===== src/rtl/dm_ahb_pkg.sv =====
`default_nettype none
// =============================================================================
// Module   : dm_ahb_pkg
// Purpose  : AHB-Lite encodings and the stream writer state type.
// Revision : 1.0
// =============================================================================
package dm_ahb_pkg;

    localparam logic [1:0] HTRANS_IDLE   = 2'b00;
    localparam logic [1:0] HTRANS_BUSY   = 2'b01;
    localparam logic [1:0] HTRANS_NONSEQ = 2'b10;
    localparam logic [1:0] HTRANS_SEQ    = 2'b11;

    localparam logic [2:0] HSIZE_WORD  = 3'b010;
    localparam logic [2:0] HBURST_INCR = 3'b001;

    localparam logic [1:0] HRESP_OKAY  = 2'b00;
    localparam logic [1:0] HRESP_ERROR = 2'b01;

    typedef enum logic [1:0] {
        ST_IDLE = 2'd0,
        ST_XFER = 2'd1,
        ST_LAST = 2'd2,
        ST_ERR  = 2'd3
    } writer_state_t;

endpackage
`default_nettype wire


===== src/rtl/dm_sync_fifo.sv =====
`default_nettype none
// =============================================================================
// Module   : dm_sync_fifo
// Purpose  : Synchronous FIFO, power-of-2 depth, flush, push-while-full-on-pop.
// Revision : 1.0
// =============================================================================
module dm_sync_fifo #(
    parameter int WIDTH = 32,
    parameter int DEPTH = 8
) (
    input  logic             clk,
    input  logic             rst,
    input  logic             flush,
    input  logic             push,
    input  logic [WIDTH-1:0] push_data,
    input  logic             pop,
    output logic [WIDTH-1:0] pop_data,
    output logic             full,
    output logic             empty
);

    localparam int AW = $clog2(DEPTH);

    logic [WIDTH-1:0] mem [DEPTH];
    logic [AW:0]      wr_ptr;
    logic [AW:0]      rd_ptr;
    logic             do_pop;
    logic             do_push;

    // Extra pointer MSB distinguishes full from empty when indices match.
    assign empty    = (wr_ptr == rd_ptr);
    assign full     = (wr_ptr[AW] != rd_ptr[AW]) && (wr_ptr[AW-1:0] == rd_ptr[AW-1:0]);
    assign do_pop   = pop && !empty;
    assign do_push  = push && (!full || do_pop);
    assign pop_data = mem[rd_ptr[AW-1:0]];

    always_ff @(posedge clk or posedge rst) begin
        if (rst) begin
            wr_ptr <= '0;
            rd_ptr <= '0;
        end else if (flush) begin
            wr_ptr <= '0;
            rd_ptr <= '0;
        end else begin
            if (do_push) wr_ptr <= wr_ptr + 1'b1;
            if (do_pop)  rd_ptr <= rd_ptr + 1'b1;
        end
    end

    always_ff @(posedge clk) begin
        if (do_push && !flush) mem[wr_ptr[AW-1:0]] <= push_data;
    end

endmodule
`default_nettype wire


===== src/rtl/dm_ahb_stream_writer.sv =====
`default_nettype none
// =============================================================================
// Module   : dm_ahb_stream_writer
// Purpose  : Stream-to-AHB-Lite INCR word burst writer. Optional wait-cycle
//            counter enabled by macro DM_AHB_STREAM_WRITER_PERF_EN.
// Revision : 1.0
// =============================================================================
module dm_ahb_stream_writer
    import dm_ahb_pkg::*;
#(
    parameter int AHB_AWIDTH = 32,
    parameter int AHB_DWIDTH = 32,
    parameter int FIFO_DEPTH = 8,
    parameter int CNT_WIDTH  = 12
) (
    input  logic                  HCLK,
    input  logic                  HRESET,
    input  logic                  start,
    input  logic [AHB_AWIDTH-1:0] base_addr,
    input  logic [CNT_WIDTH-1:0]  word_count,
    output logic                  busy,
    output logic                  done,
    output logic                  error,
`ifdef DM_AHB_STREAM_WRITER_PERF_EN
    output logic [15:0]           wait_cycles,
`endif
    input  logic                  in_valid,
    input  logic [AHB_DWIDTH-1:0] in_data,
    output logic                  in_ready,
    output logic [AHB_AWIDTH-1:0] HADDR,
    output logic [1:0]            HTRANS,
    output logic                  HWRITE,
    output logic [2:0]            HSIZE,
    output logic [2:0]            HBURST,
    output logic [AHB_DWIDTH-1:0] HWDATA,
    input  logic                  HREADY,
    input  logic [1:0]            HRESP
);

    writer_state_t         state, state_nxt;
    logic [AHB_AWIDTH-1:0] addr;
    logic [CNT_WIDTH-1:0]  remaining;
    logic [AHB_DWIDTH-1:0] wdata;
    logic                  need_nonseq;
    logic                  ready_en;
    logic                  done_r;
    logic                  error_r;
    logic                  fifo_full, fifo_empty, fifo_pop, fifo_flush, fifo_push;
    logic [AHB_DWIDTH-1:0] fifo_dout;
    logic                  start_ok, beat_ok, last_ok, err_first;
    logic [1:0]            htrans;
    logic                  unused_addr_lsbs;

    assign unused_addr_lsbs = ^base_addr[1:0];

    // First cycle of a two-cycle ERROR response; must cancel the pending beat now.
    assign err_first = !HREADY && (HRESP == HRESP_ERROR);

    assign in_ready  = ready_en && !fifo_full && (state != ST_ERR);
    assign fifo_push = in_valid && in_ready;

    dm_sync_fifo #(
        .WIDTH (AHB_DWIDTH),
        .DEPTH (FIFO_DEPTH)
    ) u_fifo (
        .clk       (HCLK),
        .rst       (HRESET),
        .flush     (fifo_flush),
        .push      (fifo_push),
        .push_data (in_data),
        .pop       (fifo_pop),
        .pop_data  (fifo_dout),
        .full      (fifo_full),
        .empty     (fifo_empty)
    );

    always_ff @(posedge HCLK or posedge HRESET) begin
        if (HRESET) state <= ST_IDLE;
        else        state <= state_nxt;
    end

    always_comb begin
        state_nxt  = state;
        htrans     = HTRANS_IDLE;
        fifo_pop   = 1'b0;
        fifo_flush = 1'b0;
        start_ok   = 1'b0;
        beat_ok    = 1'b0;
        last_ok    = 1'b0;
        case (state)
            ST_IDLE, ST_ERR: begin
                if (start) begin
                    start_ok  = 1'b1;
                    state_nxt = (word_count == '0) ? ST_IDLE : ST_XFER;
                end
            end
            ST_XFER: begin
                if (err_first) begin
                    fifo_flush = 1'b1;
                    state_nxt  = ST_ERR;
                end else if (!fifo_empty && (remaining != '0)) begin
                    htrans = (need_nonseq || (addr[9:0] == 10'd0)) ? HTRANS_NONSEQ : HTRANS_SEQ;
                    if (HREADY) begin
                        beat_ok  = 1'b1;
                        fifo_pop = 1'b1;
                        if (remaining == CNT_WIDTH'(1)) state_nxt = ST_LAST;
                    end
                end
            end
            ST_LAST: begin
                if (err_first) begin
                    fifo_flush = 1'b1;
                    state_nxt  = ST_ERR;
                end else if (HREADY && (HRESP == HRESP_OKAY)) begin
                    last_ok   = 1'b1;
                    state_nxt = ST_IDLE;
                end
            end
            default: state_nxt = ST_IDLE;
        endcase
    end

    always_ff @(posedge HCLK or posedge HRESET) begin
        if (HRESET) begin
            addr        <= '0;
            remaining   <= '0;
            wdata       <= '0;
            need_nonseq <= 1'b1;
            ready_en    <= 1'b0;
            done_r      <= 1'b0;
            error_r     <= 1'b0;
        end else begin
            ready_en <= 1'b1;
            done_r   <= last_ok || (start_ok && (word_count == '0));
            if (start_ok) begin
                addr        <= {base_addr[AHB_AWIDTH-1:2], 2'b00};
                remaining   <= word_count;
                need_nonseq <= 1'b1;
                error_r     <= 1'b0;
            end else if (beat_ok) begin
                addr        <= addr + AHB_AWIDTH'(4);
                remaining   <= remaining - CNT_WIDTH'(1);
                wdata       <= fifo_dout;
                need_nonseq <= 1'b0;
            end else if ((state == ST_XFER) && (htrans == HTRANS_IDLE)) begin
                // An idle gap breaks the burst; the next beat restarts with NONSEQ.
                need_nonseq <= 1'b1;
            end
            if (fifo_flush) error_r <= 1'b1;
        end
    end

`ifdef DM_AHB_STREAM_WRITER_PERF_EN
    logic [15:0] wait_cnt;

    always_ff @(posedge HCLK or posedge HRESET) begin
        if (HRESET) begin
            wait_cnt <= '0;
        end else if (start_ok) begin
            wait_cnt <= '0;
        end else if (busy && (!HREADY || fifo_empty) && (wait_cnt != 16'hFFFF)) begin
            wait_cnt <= wait_cnt + 16'd1;
        end
    end

    assign wait_cycles = wait_cnt;
`endif

    assign busy   = (state == ST_XFER) || (state == ST_LAST);
    assign done   = done_r;
    assign error  = error_r;
    assign HADDR  = addr;
    assign HTRANS = htrans;
    assign HWDATA = wdata;
    assign HWRITE = 1'b1;
    assign HSIZE  = HSIZE_WORD;
    assign HBURST = HBURST_INCR;

endmodule
`default_nettype wire

===== config.mk =====
export PLATFORM = sky130hd
export DESIGN_NAME = dm_ahb_stream_writer
export DESIGN_NICKNAME = d
export VERILOG_FILES = /design/src/rtl/dm_ahb_pkg.sv /design/src/rtl/dm_sync_fifo.sv /design/src/rtl/dm_ahb_stream_writer.sv
export SDC_FILE = /design/constraint.sdc
export NUM_CORES = 1
export LEC_CHECK = 0
export ABC_AREA = 1
export CORE_MARGIN = 1
export CORE_UTILIZATION = 52
export DETAILED_ROUTE_END_ITERATION = 6
export GPL_TIMING_DRIVEN = 0
export PLACE_DENSITY = 0.88
export SYNTH_ARGS = -nofsm -noshare
export SYNTH_HDL_FRONTEND = slang
export SYNTH_HIERARCHICAL = 1
export SYNTH_SLANG_ARGS = --single-unit

===== constraint.sdc =====
create_clock -name HCLK -period 3.9 [get_ports HCLK]
set_clock_uncertainty 0.1 [all_clocks]
set_input_delay 0.975 -clock HCLK [delete_from_list [all_inputs] [get_ports HCLK]]
set_output_delay 0.975 -clock HCLK [all_outputs]
set_load 0.05 [all_outputs]

=== Word level (Yosys, flattened, before mapping) ===
Memory sizes are Yosys's and may differ from the RTL's. A register that Yosys moved wholly into a read port is not among the register bits.
Index checks and enable logic that the tools add are counted.

* Reductions and logical operators: 35
* Equality and inequality tests: 14
* Shifts and indexed selects: 0
* Multipliers: 0
* Bitwise logic cells: 1
* Divide/modulo/power cells: 0
* Add/subtract/negate cells: 4
* Mux-type cells: 39
* Order comparisons: 0

{| class="wikitable"
|+ Operators by type and width
! kind !! count
|-
| $mux W32 || 2
|-
| $add A32 B3 Y32 const B || 1
|-
| $mux W12 || 2
|-
| $mux W1 || 20
|-
| $mux W2 || 10
|-
| $mux W4 || 4
|-
| $eq A12 B1 Y1 const B || 1
|-
| $logic_and A1 B1 Y1 || 12
|-
| $logic_not A12 Y1 || 1
|-
| $ne A3 B3 Y1 const B || 4
|-
| $reduce_bool A12 Y1 || 1
|-
| $sub A12 B1 Y12 const B || 1
|-
| $logic_not A10 Y1 || 1
|-
| $add A4 B1 Y4 const B || 2
|-
| $reduce_bool A2 Y1 || 4
|-
| $logic_not A2 Y1 || 3
|-
| $pmux W2 S3 || 1
|-
| $reduce_and A5 Y1 || 1
|-
| $eq A2 B1 Y1 const B || 2
|-
| $eq A2 B2 Y1 const B || 2
|-
| $eq A4 B4 Y1 || 1
|-
| $logic_not A1 Y1 || 4
|-
| $logic_or A1 B1 Y1 || 4
|-
| $ne A2 B2 Y1 const B || 2
|-
| 6 further kinds || 7
|}

* Memories: 1
* Bits of input ports: 83
* Bits in latches: 0
* RAM bits: 256
* Bits in read-only memories: 0
* Bits in registers: 58
* Word-level logic and storage cells: 103
* Output and inout bits: 77

{| class="wikitable"
|+ Memories
! name !! depth !! bits a word !! rd ports !! clocked after Yosys merged registers in !! wr ports !! RTL line !! RTL
|-
| u_fifo.mem || 8 || 32 || 1 || 1 || 1 || dm_sync_fifo.sv:24 || <nowiki>logic [WIDTH-1:0] mem [DEPTH];</nowiki>
|}

=== Depth between registers and ports, before layout ===
* Depth in word-level cells: 12
* Depth in mapped cells: 15
* Mapped depth without buffers: 14

=== Modules after synthesis ===
The synthesis kept the hierarchy.

{| class="wikitable"
|+ By module, submodules not included
! module !! sequential area each (sq um) !! times used !! cells each !! area an instance (sq um)
|-
| dm_sync_fifo || 7887.6 || 1 || 808 || 10477.5
|-
| dm_ahb_stream_writer || 2003.2 || 1 || 729 || 4972.3
|}

=== Least setup slack after synthesis ===
Ideal clock, no wire load.

* Path type: register -> register
* Start: reg u_fifo.rd_ptr[0]
* End: mem u_fifo.mem[0][0] (enable)
* Slack: -711 ps
* Library setup time: 421 ps
* Data required time: 3379 ps
* Arrival time: 4090 ps
* Stages on the path, launching flop included: 12
* Period minus slack after synthesis: 4611 ps
* Path buffers: 1
* Cells stage by stage: dfrtp_1 > buf_4 > inv_2 > nand2_2 > nand2_4 > nor2_8 > nand2_1 > nor2_1 > nor3b_1 > and2_1 > nand3_2 > nor2_1

* Elaborated cells on any way between the ends: 18
* Those cells by class: 2 x eq/ne; 5 x mux; 11 x reduce/logical

{| class="wikitable"
|+ RTL lines
! what !! RTL line !! RTL
|-
| start, declared || dm_sync_fifo.sv:26 || <nowiki>logic [AW:0] rd_ptr;</nowiki>
|-
| start signal, assigned || dm_sync_fifo.sv:46 || <nowiki>if (do_pop) rd_ptr <= rd_ptr + 1'b1;</nowiki>
|-
| $eq A3 B3 Y1 || dm_sync_fifo.sv:32 || <nowiki>assign full = (wr_ptr[AW] != rd_ptr[AW]) && (wr_ptr[AW-1:0] == rd_ptr[AW-1:0]);</nowiki>
|-
| $logic_and A1 B1 Y1 || dm_sync_fifo.sv:32 ||
|-
| named net fifo_full || dm_ahb_stream_writer.sv:48 || <nowiki>logic fifo_full, fifo_empty, fifo_pop, fifo_flush, fifo_push;</nowiki>
|-
| $logic_not A1 Y1 || dm_ahb_stream_writer.sv:59 || <nowiki>assign in_ready = ready_en && !fifo_full && (state != ST_ERR);</nowiki>
|-
| $logic_and A1 B1 Y1 (2 in a row) || dm_ahb_stream_writer.sv:59 ||
|-
| named net in_ready || dm_ahb_stream_writer.sv:29 || <nowiki>output logic in_ready,</nowiki>
|-
| $logic_and A1 B1 Y1 || dm_ahb_stream_writer.sv:60 || <nowiki>assign fifo_push = in_valid && in_ready;</nowiki>
|-
| named net fifo_push || dm_ahb_stream_writer.sv:48 ||
|-
| $logic_and A1 B1 Y1 || dm_sync_fifo.sv:34 || <nowiki>assign do_push = push && (!full || do_pop);</nowiki>
|-
| $logic_and A1 B1 Y1 || dm_sync_fifo.sv:51 || <nowiki>if (do_push && !flush) mem[wr_ptr[AW-1:0]] <= push_data;</nowiki>
|-
| $mux W1 || dm_sync_fifo.sv:51 ||
|-
| $mux W1 (implied by the code) || dm_sync_fifo.sv:51 ||
|-
| end, declared || dm_sync_fifo.sv:24 ||
|}

The timed path passes the listed nets, and every way through them passes these cells.

=== Final worst setup path ===
* Start: reg u_fifo.rd_ptr[0]
* End: out HTRANS[0]

* Longest elaborated chain between the ends: 6

{| class="wikitable"
|+ RTL lines
! what !! RTL line !! RTL
|-
| $eq A4 B4 Y1 || dm_sync_fifo.sv:31 || <nowiki>assign empty = (wr_ptr == rd_ptr);</nowiki>
|-
| named net fifo_empty || dm_ahb_stream_writer.sv:48 ||
|-
| $logic_not A1 Y1 || dm_ahb_stream_writer.sv:101 || <nowiki>end else if (!fifo_empty && (remaining != '0)) begin</nowiki>
|-
| $logic_and A1 B1 Y1 || dm_ahb_stream_writer.sv:101 ||
|-
| $mux W2 || dm_ahb_stream_writer.sv:101 ||
|-
| $mux W2 || dm_ahb_stream_writer.sv:98 || <nowiki>if (err_first) begin</nowiki>
|-
| $mux W2 || dm_ahb_stream_writer.sv:90 || <nowiki>case (state)</nowiki>
|-
| end, declared || dm_ahb_stream_writer.sv:31 || <nowiki>output logic [1:0] HTRANS,</nowiki>
|}

The timed path passes the listed nets, and every way through them passes these cells.

==> flow_metrics.tcl <==
set metrics [dict create \
    post_route_cells_drive_above_1_share_pct 9.63 \
    crit_slowest_cell "dfrtp_1" \
    die_y_um 174 \
    synth_seq_cells 344 \
    ctsLongestPathBuffers 3 \
    max_slew_margin_pct 51.0 \
    routed_wl_mm 42.8 \
    first_pass_iters 6 \
    status "finished clean" \
    r2r-start "u_fifo/rd_ptr[0]" \
    synth_top_area_share_pct 49.8 \
    tns_ns 0 \
    post_synth.cell_area_avg_um2 10.1 \
    num_rows 62 \
    synth_area_leaders "edfxtp_1 50%, dfrtp_1 14%, nand2_1 11%, nor2_1 5.1%, o21ai_0 4.1%" \
    synth-edff-count 256 \
    grt_max_degree 46 \
    fin_nets 1841 \
    maxCapViolCount 0 \
    ant_nets 0 \
    whs_path_depth 2 \
    gr-usage-all-layers_pct 27.9 \
    critical_path.most_common_cell "inv_2" \
    synth.distinct_cells 40 \
    area_growth_syn_to_layout_pct 23.5 \
    synth-main-ff-cell "edfxtp_1" \
    grt_pass1_vias 12400 \
    vias 12600 \
    path_max_fanout 10 \
    critPathBufInv 5 \
    finalHoldViolations 0 \
    hold_path.startpoint "HWDATA[31]" \
    cts_tree "yes" \
    cts.sinks 344 \
    r2r_cells 15 \
    drc_errors 0 \
    fin_crit_ns 3.69 \
    reg2reg_slack_ns 0.21 \
    max_stage_delay_ns 0.48 \
    post_drt_wl_per_cell_um 19.8 \
    final-setup-viol-count 0 \
    async_flop_share_pct 25.6 \
    p_leak_nw 7.47 \
    dp_hpwl_mm 28.0 \
    worstSetupStartpointType "flop" \
    ir_worst_vdd_uv 575 \
    total_power_w 0.0150 \
    max_freq_ghz 0.271 \
    htreeDepth 2 \
    critical_path.endpoint_type "primary output" \
    yosysSeqAreaShare_pct 64.0 \
    hp-class "reg -> reg" \
    synth_largest_area_cell "edfxtp_1" \
    overflow 0 \
    gp_congestion 0.961 \
    start_util_pct 53.4 \
    crit_family "buffers and inverters" \
    die-area_um2 30400 \
    layout_setup_ws_ns 0.208 \
    critPathArrivalTime_ns 2.62 \
    reg2reg_to "u_fifo/mem[5][12]" \
    port_buffers 148 \
    cp_cell_sequence "buf_4 -> inv_2 -> nand2_2 -> nand2_4 -> nor2_8 -> nand3_4 -> inv_2 -> inv_1 -> nand3_1 -> nor3_2 -> clkbuf_4" \
    grt_pass1_wl_mm 65.3 \
    netlist_area_um2 15400 \
    powerDensity_nw_per_um2 787 \
    rsz0062_at_grt "false" \
    antenna_found_initial 3 \
    drtIter0Drc 1912 \
    synthCells 1537 \
    fin_crit_sh_pct 94.7 \
    whs_endpoint "HWDATA[31]" \
    tritoncts.num_buffers 36 \
    tightest_slew_ns 0.735 \
    clk_pin_slew_ns 0.06 \
    cts_root_buffer "clkbuf_16" \
    io_pins 160 \
    cp.required_ns 2.82 \
    synthTopCellsByCount "454 x nand2_1, 256 x edfxtp_1, 210 x nor2_1" \
    die_x_um 174 \
    ys_warn_count 6 \
    path_class "reg -> out" \
    synth_most_common_cell "nand2_1" \
    slew_viol_final 0 \
    core_area_um2 28900 \
    viasPerCell 5.85 \
    dp_worst_setup_slack_ns -0.598 \
    antennaDiodeCount 0 \
    insertion_delay_ns 0.55 \
]
[worst register-to-register path: stages, from the launching register on]
cell and delay [ns]:
dfrtp_1 0.48, buf_4 0.25, inv_2 0.12, nand2_2 0.07, nand2_4 0.10, nor2_8 0.06, nand3_4 0.10, inv_2 0.04
inv_1 0.14, nand4_4 0.23, inv_1 0.27, inv_1 0.11, nand4_4 0.13, nand3_2 0.38, nor2_4 0.56, buf_16 0.24
[per-layer routing]
metal | GRT usage (%) | wire length, um | part of all wire (%) | vias up
li1 | - | - | - | 5623
met1 | 35.3 | 16200 | 38 | 5981
met3 | 5.49 | 4710 | 11 | 140
met5 | 0 | 41 | 0.096 | -
met4 | 13.2 | 1570 | 3.7 | 6
met2 | 46.1 | 20300 | 47 | 889
[cell families after synthesis]
family | synth area share (%)
flip-flops | 64.0
adder cells (fa/ha/maj) | 0.810
AO/OA/AOI/OAI | 8.12
AND/OR/NAND/NOR | 21.3
buffers and inverters | 4.31
other | 0.0486
XOR/XNOR | 1.41
[sequential cells by signal (all words and copies together) (netlist names)]
name,cells
HADDR,30
ready_en,1
remaining,12
need_nonseq,1
state,2
u_fifo/wr_ptr,4
HWDATA,32
done,1
error,1
u_fifo/mem,256
u_fifo/rd_ptr,4
[worst max-delay path by stage]
stage | from | end | depth (start not counted)
floorplan | u_fifo/rd_ptr[0] | u_fifo/mem[1][0] | 11
global placement | HRESET | HWDATA[12] | 2
finish | u_fifo/rd_ptr[0] | HTRANS[0] | 11
CTS | HREADY | HTRANS[1] | 8
global route | u_fifo/rd_ptr[0] | u_fifo/mem[5][20] | 15
detailed placement | HREADY | HTRANS[0] | 8
[cell type report]
class	count	area [um^2]
clock inverters	16	161
clock buffers	50	1020
flip-flops and latches	344	9890
repair buffers	165	1860
well taps	384	480
inverters	54	205
fillers	2057	9850
multi-input cells	1063	4990
plain buffers	84	463
[power by group]
| group | internal (W) | switching (W) | total (W) |
|---|---|---|---|
| clock | 0.00199 | 0.00143 | 0.00342 |
| sequential | 0.00454 | 0.000486 | 0.00503 |
| combinational | 0.00205 | 0.00453 | 0.00658 |
[through the flow]
step,hold slack (ns),utilization (%),cell area (um^2),std cells
floorplan,0.383,-,15500,1545
global placement,0.353,60.4,17500,2077
detailed placement,0.357,61.3,17700,2086
CTS,0.373,65.4,18900,2152
global route,0.400,65.9,19100,2160
finish,0.367,65.9,19100,2160
[what timing repair did]
item,CTS,global route
gates resized for setup,10,3
pin swaps,0,7
setup endpoints to repair,3,117
buffers inserted,0,8
hold buffers,0,0
[placed cells by master, fill, tap and decap left out, types with 34 or more instances in the layout]
cell type,netlist,layout
clkdlybuf4s50_1,0,144
nand2_1,454,454
clkbuf_1,31,39
inv_1,48,47
edfxtp_1,256,256
nand3_1,64,64
clkbuf_16,0,37
dfrtp_1,87,87
nor2_1,210,202
o21ai_0,127,127
o22ai_1,65,65
o21ai_1,34,34
(Power assumes the default switching activity.)
